## src/rtl/ppb_pkg.sv

```systemverilog
// Shared state encoding and constants for the PPB host and its beat generator.
package ppb_pkg;

  typedef enum logic [1:0] {
    IDLE       = 2'd0,
    ID_PHASE   = 2'd1,
    DATA_PHASE = 2'd2
  } ppb_state_e;

  localparam int          PPB_BLOCK_W    = 3;
  localparam int          PPB_ID_BEATS   = 8;
  localparam logic [22:0] PPB_PROJECT_ID = 23'h31c748;

  function automatic int ppb_max(input int a, input int b);
    return (a > b) ? a : b;
  endfunction

endpackage

```

## src/rtl/ppb_host_clkgen.sv

```systemverilog
// Bus clock and beat strobes: beat_start marks the cycle before a beat's first visible cycle,
// beat_sample marks a beat's last visible cycle; free-running while i_run, no backpressure.
module ppb_host_clkgen
  import ppb_pkg::*;
#(
  parameter int CLK_DIV = 4
) (
  input  logic clk,
  input  logic rst,
  input  logic i_run,
  output logic o_bus_clk,
  output logic o_beat_start,
  output logic o_beat_sample
);

  localparam int              CNT_W    = $clog2(2 * CLK_DIV);
  localparam logic [CNT_W-1:0] CNT_LAST = CNT_W'(2 * CLK_DIV - 1);
  localparam logic [CNT_W-1:0] CNT_HALF = CNT_W'(CLK_DIV);

  logic [CNT_W-1:0] r_cnt;
  logic             r_bus_clk;
  logic             r_sample;

  // Bus clock and sample strobe are registered one cycle behind r_cnt, so the
  // pin outputs (also loaded on beat_start) line up with them.
  always_ff @(posedge clk or negedge rst) begin
    if (!rst) begin
      r_cnt     <= '0;
      r_bus_clk <= 1'b0;
      r_sample  <= 1'b0;
    end else if (!i_run) begin
      r_cnt     <= '0;
      r_bus_clk <= 1'b0;
      r_sample  <= 1'b0;
    end else begin
      r_cnt     <= (r_cnt == CNT_LAST) ? '0 : r_cnt + 1'b1;
      r_bus_clk <= (r_cnt >= CNT_HALF);
      r_sample  <= (r_cnt == CNT_LAST);
    end
  end

  assign o_bus_clk     = r_bus_clk;
  assign o_beat_start  = i_run && (r_cnt == '0);
  assign o_beat_sample = r_sample;

endmodule

```

## src/rtl/ppb_host.sv

```systemverilog
// PPB bus host: 8-beat identity check then a data exchange; done at start+1+beats*2*CLK_DIV.
// No backpressure: start is only honoured in IDLE, requests while busy are dropped.
module ppb_host
  import ppb_pkg::*;
#(
  parameter int          INPUT_BLOCKS  = 20,
  parameter int          OUTPUT_BLOCKS = 40,
  parameter logic [22:0] PROJECT_ID    = PPB_PROJECT_ID,
  parameter int          CLK_DIV       = 4
) (
  input  logic                                clk,
  input  logic                                rst,
  input  logic                                start,
  input  logic [PPB_BLOCK_W*INPUT_BLOCKS-1:0]  wr_data,
  output logic [PPB_BLOCK_W*OUTPUT_BLOCKS-1:0] rd_data,
  output logic                                busy,
  output logic                                done,
  output logic                                id_error,
  output logic                                pmod_bus_clk,
  output logic                                pmod_bus_control,
  output logic [PPB_BLOCK_W-1:0]              pmod_bus_poti,
  input  logic [PPB_BLOCK_W-1:0]              pmod_bus_pito
);

  localparam int DATA_BEATS = ppb_max(INPUT_BLOCKS, OUTPUT_BLOCKS);
  localparam int BEAT_W     = $clog2(ppb_max(DATA_BEATS, PPB_ID_BEATS));
  localparam int ID_KEEP_W  = PPB_BLOCK_W * (PPB_ID_BEATS - 1);

  localparam logic [BEAT_W-1:0] ID_LAST   = BEAT_W'(PPB_ID_BEATS - 1);
  localparam logic [BEAT_W-1:0] DATA_LAST = BEAT_W'(DATA_BEATS - 1);

  ppb_state_e                         r_state;
  logic [BEAT_W-1:0]                  r_beat;
  logic                               r_busy;
  logic                               r_done;
  logic                               r_id_err;
  logic                               r_ctrl;
  logic [PPB_BLOCK_W-1:0]             r_poti;
  logic [PPB_BLOCK_W*INPUT_BLOCKS-1:0]  r_wr_shadow;
  logic [PPB_BLOCK_W*OUTPUT_BLOCKS-1:0] r_rd_shadow;
  logic [PPB_BLOCK_W*OUTPUT_BLOCKS-1:0] r_rd_data;
  logic [ID_KEEP_W-1:0]               r_id_word;

  ppb_state_e                         w_state_nxt;
  logic [BEAT_W-1:0]                  w_beat_nxt;
  logic                               w_finish;
  logic                               w_id_fail;
  logic [PPB_BLOCK_W-1:0]             w_poti_nxt;
  logic [PPB_BLOCK_W*OUTPUT_BLOCKS-1:0] w_rd_merged;
  logic                               w_bus_clk;
  logic                               w_beat_start;
  logic                               w_beat_sample;

  ppb_host_clkgen #(
    .CLK_DIV(CLK_DIV)
  ) u_clkgen (
    .clk          (clk),
    .rst          (rst),
    .i_run        (r_busy),
    .o_bus_clk    (w_bus_clk),
    .o_beat_start (w_beat_start),
    .o_beat_sample(w_beat_sample)
  );

  always_comb begin
    w_state_nxt = r_state;
    w_beat_nxt  = r_beat;
    w_finish    = 1'b0;
    w_id_fail   = 1'b0;
    case (r_state)
      IDLE: begin
        if (start) begin
          w_state_nxt = ID_PHASE;
          w_beat_nxt  = '0;
        end
      end
      ID_PHASE: begin
        if (w_beat_sample) begin
          if (r_beat == ID_LAST) begin
            w_beat_nxt = '0;
            // The final ID chunk is checked straight off the pins, never stored.
            if ({pmod_bus_pito, r_id_word} == {1'b0, PROJECT_ID}) begin
              w_state_nxt = DATA_PHASE;
            end else begin
              w_state_nxt = IDLE;
              w_id_fail   = 1'b1;
            end
          end else begin
            w_beat_nxt = r_beat + 1'b1;
          end
        end
      end
      DATA_PHASE: begin
        if (w_beat_sample) begin
          if (r_beat == DATA_LAST) begin
            w_state_nxt = IDLE;
            w_finish    = 1'b1;
          end else begin
            w_beat_nxt = r_beat + 1'b1;
          end
        end
      end
      default: w_state_nxt = IDLE;
    endcase
  end

  // Sample of beat k and drive of beat k+1 share an edge, so drive uses the next index.
  always_comb begin
    w_rd_merged = r_rd_shadow;
    if (int'(r_beat) < OUTPUT_BLOCKS) begin
      w_rd_merged[int'(r_beat)*PPB_BLOCK_W +: PPB_BLOCK_W] = pmod_bus_pito;
    end
    w_poti_nxt = '0;
    if ((w_state_nxt == DATA_PHASE) && (int'(w_beat_nxt) < INPUT_BLOCKS)) begin
      w_poti_nxt = r_wr_shadow[int'(w_beat_nxt)*PPB_BLOCK_W +: PPB_BLOCK_W];
    end
  end

  always_ff @(posedge clk or negedge rst) begin
    if (!rst) begin
      r_state     <= IDLE;
      r_beat      <= '0;
      r_busy      <= 1'b0;
      r_done      <= 1'b0;
      r_id_err    <= 1'b0;
      r_ctrl      <= 1'b0;
      r_poti      <= '0;
      r_wr_shadow <= '0;
      r_rd_shadow <= '0;
      r_rd_data   <= '0;
      r_id_word   <= '0;
    end else begin
      r_state <= w_state_nxt;
      r_beat  <= w_beat_nxt;
      r_done  <= w_finish | w_id_fail;
      if ((r_state == IDLE) && start) begin
        r_wr_shadow <= wr_data;
        r_busy      <= 1'b1;
        r_id_err    <= 1'b0;
      end
      if (w_id_fail) begin
        r_id_err <= 1'b1;
        r_busy   <= 1'b0;
      end
      if (w_finish) begin
        r_busy    <= 1'b0;
        r_rd_data <= w_rd_merged;
      end
      if ((r_state == ID_PHASE) && w_beat_sample && (r_beat != ID_LAST)) begin
        r_id_word[int'(r_beat)*PPB_BLOCK_W +: PPB_BLOCK_W] <= pmod_bus_pito;
      end
      if ((r_state == DATA_PHASE) && w_beat_sample) begin
        r_rd_shadow <= w_rd_merged;
      end
      if (w_beat_start) begin
        r_ctrl <= (w_state_nxt == ID_PHASE);
        r_poti <= w_poti_nxt;
      end
    end
  end

  assign rd_data          = r_rd_data;
  assign busy             = r_busy;
  assign done             = r_done;
  assign id_error         = r_id_err;
  assign pmod_bus_clk     = w_bus_clk;
  assign pmod_bus_control = r_ctrl;
  assign pmod_bus_poti    = r_poti;

endmodule

```

## config.mk

```make
export PLATFORM = sky130hd
export DESIGN_NAME = ppb_host
export DESIGN_NICKNAME = d
export VERILOG_FILES = /design/src/rtl/ppb_pkg.sv /design/src/rtl/ppb_host_clkgen.sv /design/src/rtl/ppb_host.sv
export SDC_FILE = /design/constraint.sdc
export NUM_CORES = 1
export LEC_CHECK = 0
export ABC_AREA = 1
export BUFFER_PORTS_ARGS = -buffer_cell sky130_fd_sc_hd__buf_2
export CORE_UTILIZATION = 50
export CTS_CLUSTER_DIAMETER = 100
export DETAILED_ROUTE_END_ITERATION = 10
export PLACE_DENSITY = 0.81
export REMOVE_ABC_BUFFERS = 1
export SYNTH_ARGS = -nofsm -noshare
export SYNTH_HDL_FRONTEND = slang
export SYNTH_SLANG_ARGS = --single-unit
```

## constraint.sdc

```tcl
create_clock -name clk -period 2.85 [get_ports clk]
set_input_delay 0.7125 -clock clk [delete_from_list [all_inputs] [get_ports clk]]
set_output_delay 0.7125 -clock clk [all_outputs]
set_load 0.02 [all_outputs]
```

==> results.ini <==
[drt]
wl_per_cell_um = 16.3
drt_iter0_drc = 1151
vias_per_cell = 5.47
first_pass_iters = 6
drt-total-wl_um = 40400
drc = 0
ant_nets = 0
vias = 13500

[place]
gp_congestion = 0.916
dpl_cell_area_mm2 = 0.0169
dp_hpwl_um = 28000
io_buffer_count = 193

[yosys]
ys_warn_count = 0
synth_top_flop_cell = dfrtp_1
seq_area_frac_synth = 0.559
synth_top_area_frac = 0.559
yosys.area.top_type = dfrtp_1
async_flop_share = 1.00
yosysUniqueCellTypes = 37
syn_area_per_cell_um2 = 8.22
syn_area_mm2 = 0.0153
ys_ff_latch = 341
ys_top_cells_by_area = dfrtp_1 (56%), nand2_1 (17%), o21ai_0 (12%)
synth_edf_count = 0
syn_inst = 1857

[clock_network]
cts_root_buf = clkbuf_16
clk_latency_ns = 0.53
cts_setup_buffers = 0
clkTransAtPathRegs_ns = 0.06
cts_tree = done
cts_num_sinks = 341
cts_made_buffers = 37
cts-htree-levels = 2
cts_buffer_depth = 3

[floorplanning]
rows = 63
die_area_mm2 = 0.0312
start_util = 0.512
core_area_mm2 = 0.0298
dieWidth_um = 177
die_h_um = 177
pin_count = 194

[run_status]
status = completed

[setup_path]
critical_path_required_ns = 3.21
rr_worst_depth = 13
crit_arrival_ns = 2.97
reg2reg_from = r_beat[1]$_DFF_PN0_
critPathLaunchType = register
crit_chain = inv_1, ha_1, inv_1, nor2_4, inv_1, o21ai_0, nand2_1, inv_2, nor2_1, inv_2, nor2_1, o21ai_0, o21ai_0
cp_num_buf_inv = 5
r2r_slack_ns = 0.23
timing.rr.end = r_rd_shadow[78]$_DFFE_PN0P_
crit_type = register to register
crit_fanout = 9
crit_slowest_cell = dfrtp_1
critical-path-max-stage-delay_ns = 0.37
endpoint_kind = register
crit_family = buffers and inverters

[flow_run]
drv_cap = 0

[timing]
final.hold.worst_slack_ns = 0.143
fin_worst_skew_ns = 0.0319
period_needed_ns = 2.62
fmax_mhz = 382
drv_slew = 0
period_share = 0.918
slew_headroom = 0.290
tightest_slew_ns = 1.07
finalSetupViolCount = 0
hold_viol = 0

[global_routing]
track_usage = 0.262
grt_max_degree = 124
overflow = 0
antenna_found_initial = 1
grt_pass1_wl_um = 65600
first_global_vias = 13000

[final_layout]
final_nets = 2132
fin_area_mm2 = 0.0182
layout-drive-gt1-share = 0.171
area_growth_pct = 19.5

[pwr]
p_leak_nw = 9.06
peakVddDrop_uv = 524
p_per_area_mw_per_mm2 = 809

[min_path]
hold_path.class = input pin to asynchronous set/reset pin

-- cells in the mapped netlist (2+ instances only) --
library cell,count
nand2_1,671
o21ai_0,363
dfrtp_1,341
nand3_1,96
inv_1,93
nor2_1,77
clkbuf_1,64
a21oi_1,22
buf_2,19
nor3_1,16
nand4_1,11
inv_2,10
ha_1,8
nor2_2,8
o41ai_1,8
o31ai_1,7
o21ai_1,6
mux2i_1,5
nor3_2,4
nor2_4,3
nor4_1,3
a21oi_2,2
buf_6,2
nand2_2,2
nor3_4,2
o211ai_1,2
o22ai_1,2
-- timing repair --
action | in CTS | in global routing
gates resized for setup | 0 | 14
hold endpoints to repair | 0 | 0
hold buffers | 0 | 0
setup endpoints to repair | 0 | 56
-- worst max path at each step --
stage	start	endpoint	cells after the start
finish	r_beat[1]$_DFF_PN0_	r_rd_shadow[78]$_DFFE_PN0P_	13
global route	r_beat[1]$_DFF_PN0_	r_rd_shadow[41]$_DFFE_PN0P_	16
CTS	r_beat[0]$_DFF_PN0_	rd_data[92]$_DFFE_PN0P_	12
detailed placement	r_beat[1]$_DFF_PN0_	r_rd_shadow[107]$_DFFE_PN0P_	14
global placement	start	pmod_bus_poti[0]$_DFFE_PN0P_	15
floorplan	r_state[1]$_DFF_PN0_	rd_data[0]$_DFFE_PN0P_	6
-- routing by layer --
metal | global-route usage | vias to the layer above | wire (µm) | part of all wire
met5 | 0 | - | 0 | 0
met4 | 0.106 | 0 | 1390 | 0.034
met3 | 0.0427 | 94 | 2620 | 0.065
met2 | 0.422 | 524 | 19200 | 0.47
met1 | 0.354 | 6443 | 17200 | 0.43
li1 | - | 6473 | - | -
-- cell usage in the layout, fill, tap and decap left out, types with 4 or more instances in the layout --
cell       count
inv_1         92
clkbuf_1       4
mux2i_1        5
nor3_2         4
clkbuf_16     39
o21ai_0      363
nor2_1        68
ha_1           8
nand4_1       11
dfrtp_1      341
buf_4         49
inv_2         11
o21ai_1        6
nand3_1       95
bufinv_16      7
o31ai_1        7
nor2_4         4
clkinv_2       8
buf_12         7
nand2_1      669
nor2_2        16
a21oi_1       22
buf_2        192
o41ai_1        8
nor3_1        15
-- where the power goes --
part           switching [mW]  leakage (nW)  internal, mW  total [mW]
Clock                    1.95         0.635          3.17        5.13
Combinational            2.87          5.13          1.22        4.09
Sequential              0.267          3.30          5.27        5.54
-- cell type report --
cell class | instances | area, µm²
clock inverters | 18 | 274
clock buffers | 45 | 1020
repair buffers | 249 | 1480
fillers | 2583 | 11600
flip-flops and latches | 341 | 8530
multi-input cells | 1326 | 6040
inverters | 103 | 387
well taps | 390 | 488
diodes | 2 | 5.00
-- state kept, by name (all words and copies together) (netlist names) --
register,count
r_rd_shadow,120
rd_data,120
r_wr_shadow,60
r_id_word,21
r_beat,6
pmod_bus_poti,3
u_clkgen.r_cnt,3
r_state,2
busy,1
done,1
id_error,1
pmod_bus_control,1
u_clkgen.o_beat_sample,1
u_clkgen.o_bus_clk,1
-- stage by stage --
| stage | utilization | setup TNS [ns] | power [mW] | cells | worst slack (ns) |
|---|---|---|---|---|---|
| 2_1_floorplan | - | -863.69 | 7.91 | 1770 | -4.94 |
| 3_3_place_gp | 0.567 | 0 | 9.46 | 2409 | 0.245 |
| 3_5_place_dp | 0.567 | 0 | 9.54 | 2409 | 0.126 |
| 4_1_cts | 0.610 | 0 | 14.7 | 2472 | 0.128 |
| 5_1_grt | 0.612 | -0.00760 | 15.5 | 2472 | -0.00760 |
| 6_report | 0.612 | 0 | 14.8 | 2474 | 0.233 |
-- logic make-up after synthesis --
| family | share of synthesized area |
|---|---|
| mux | 0.00402 |
| flops | 0.559 |
| buf+inv | 0.0495 |
| simple gates | 0.239 |
| fa+ha+maj | 0.00656 |
| compound gates | 0.141 |
Note: power is estimated with default switching activity, not from simulation.
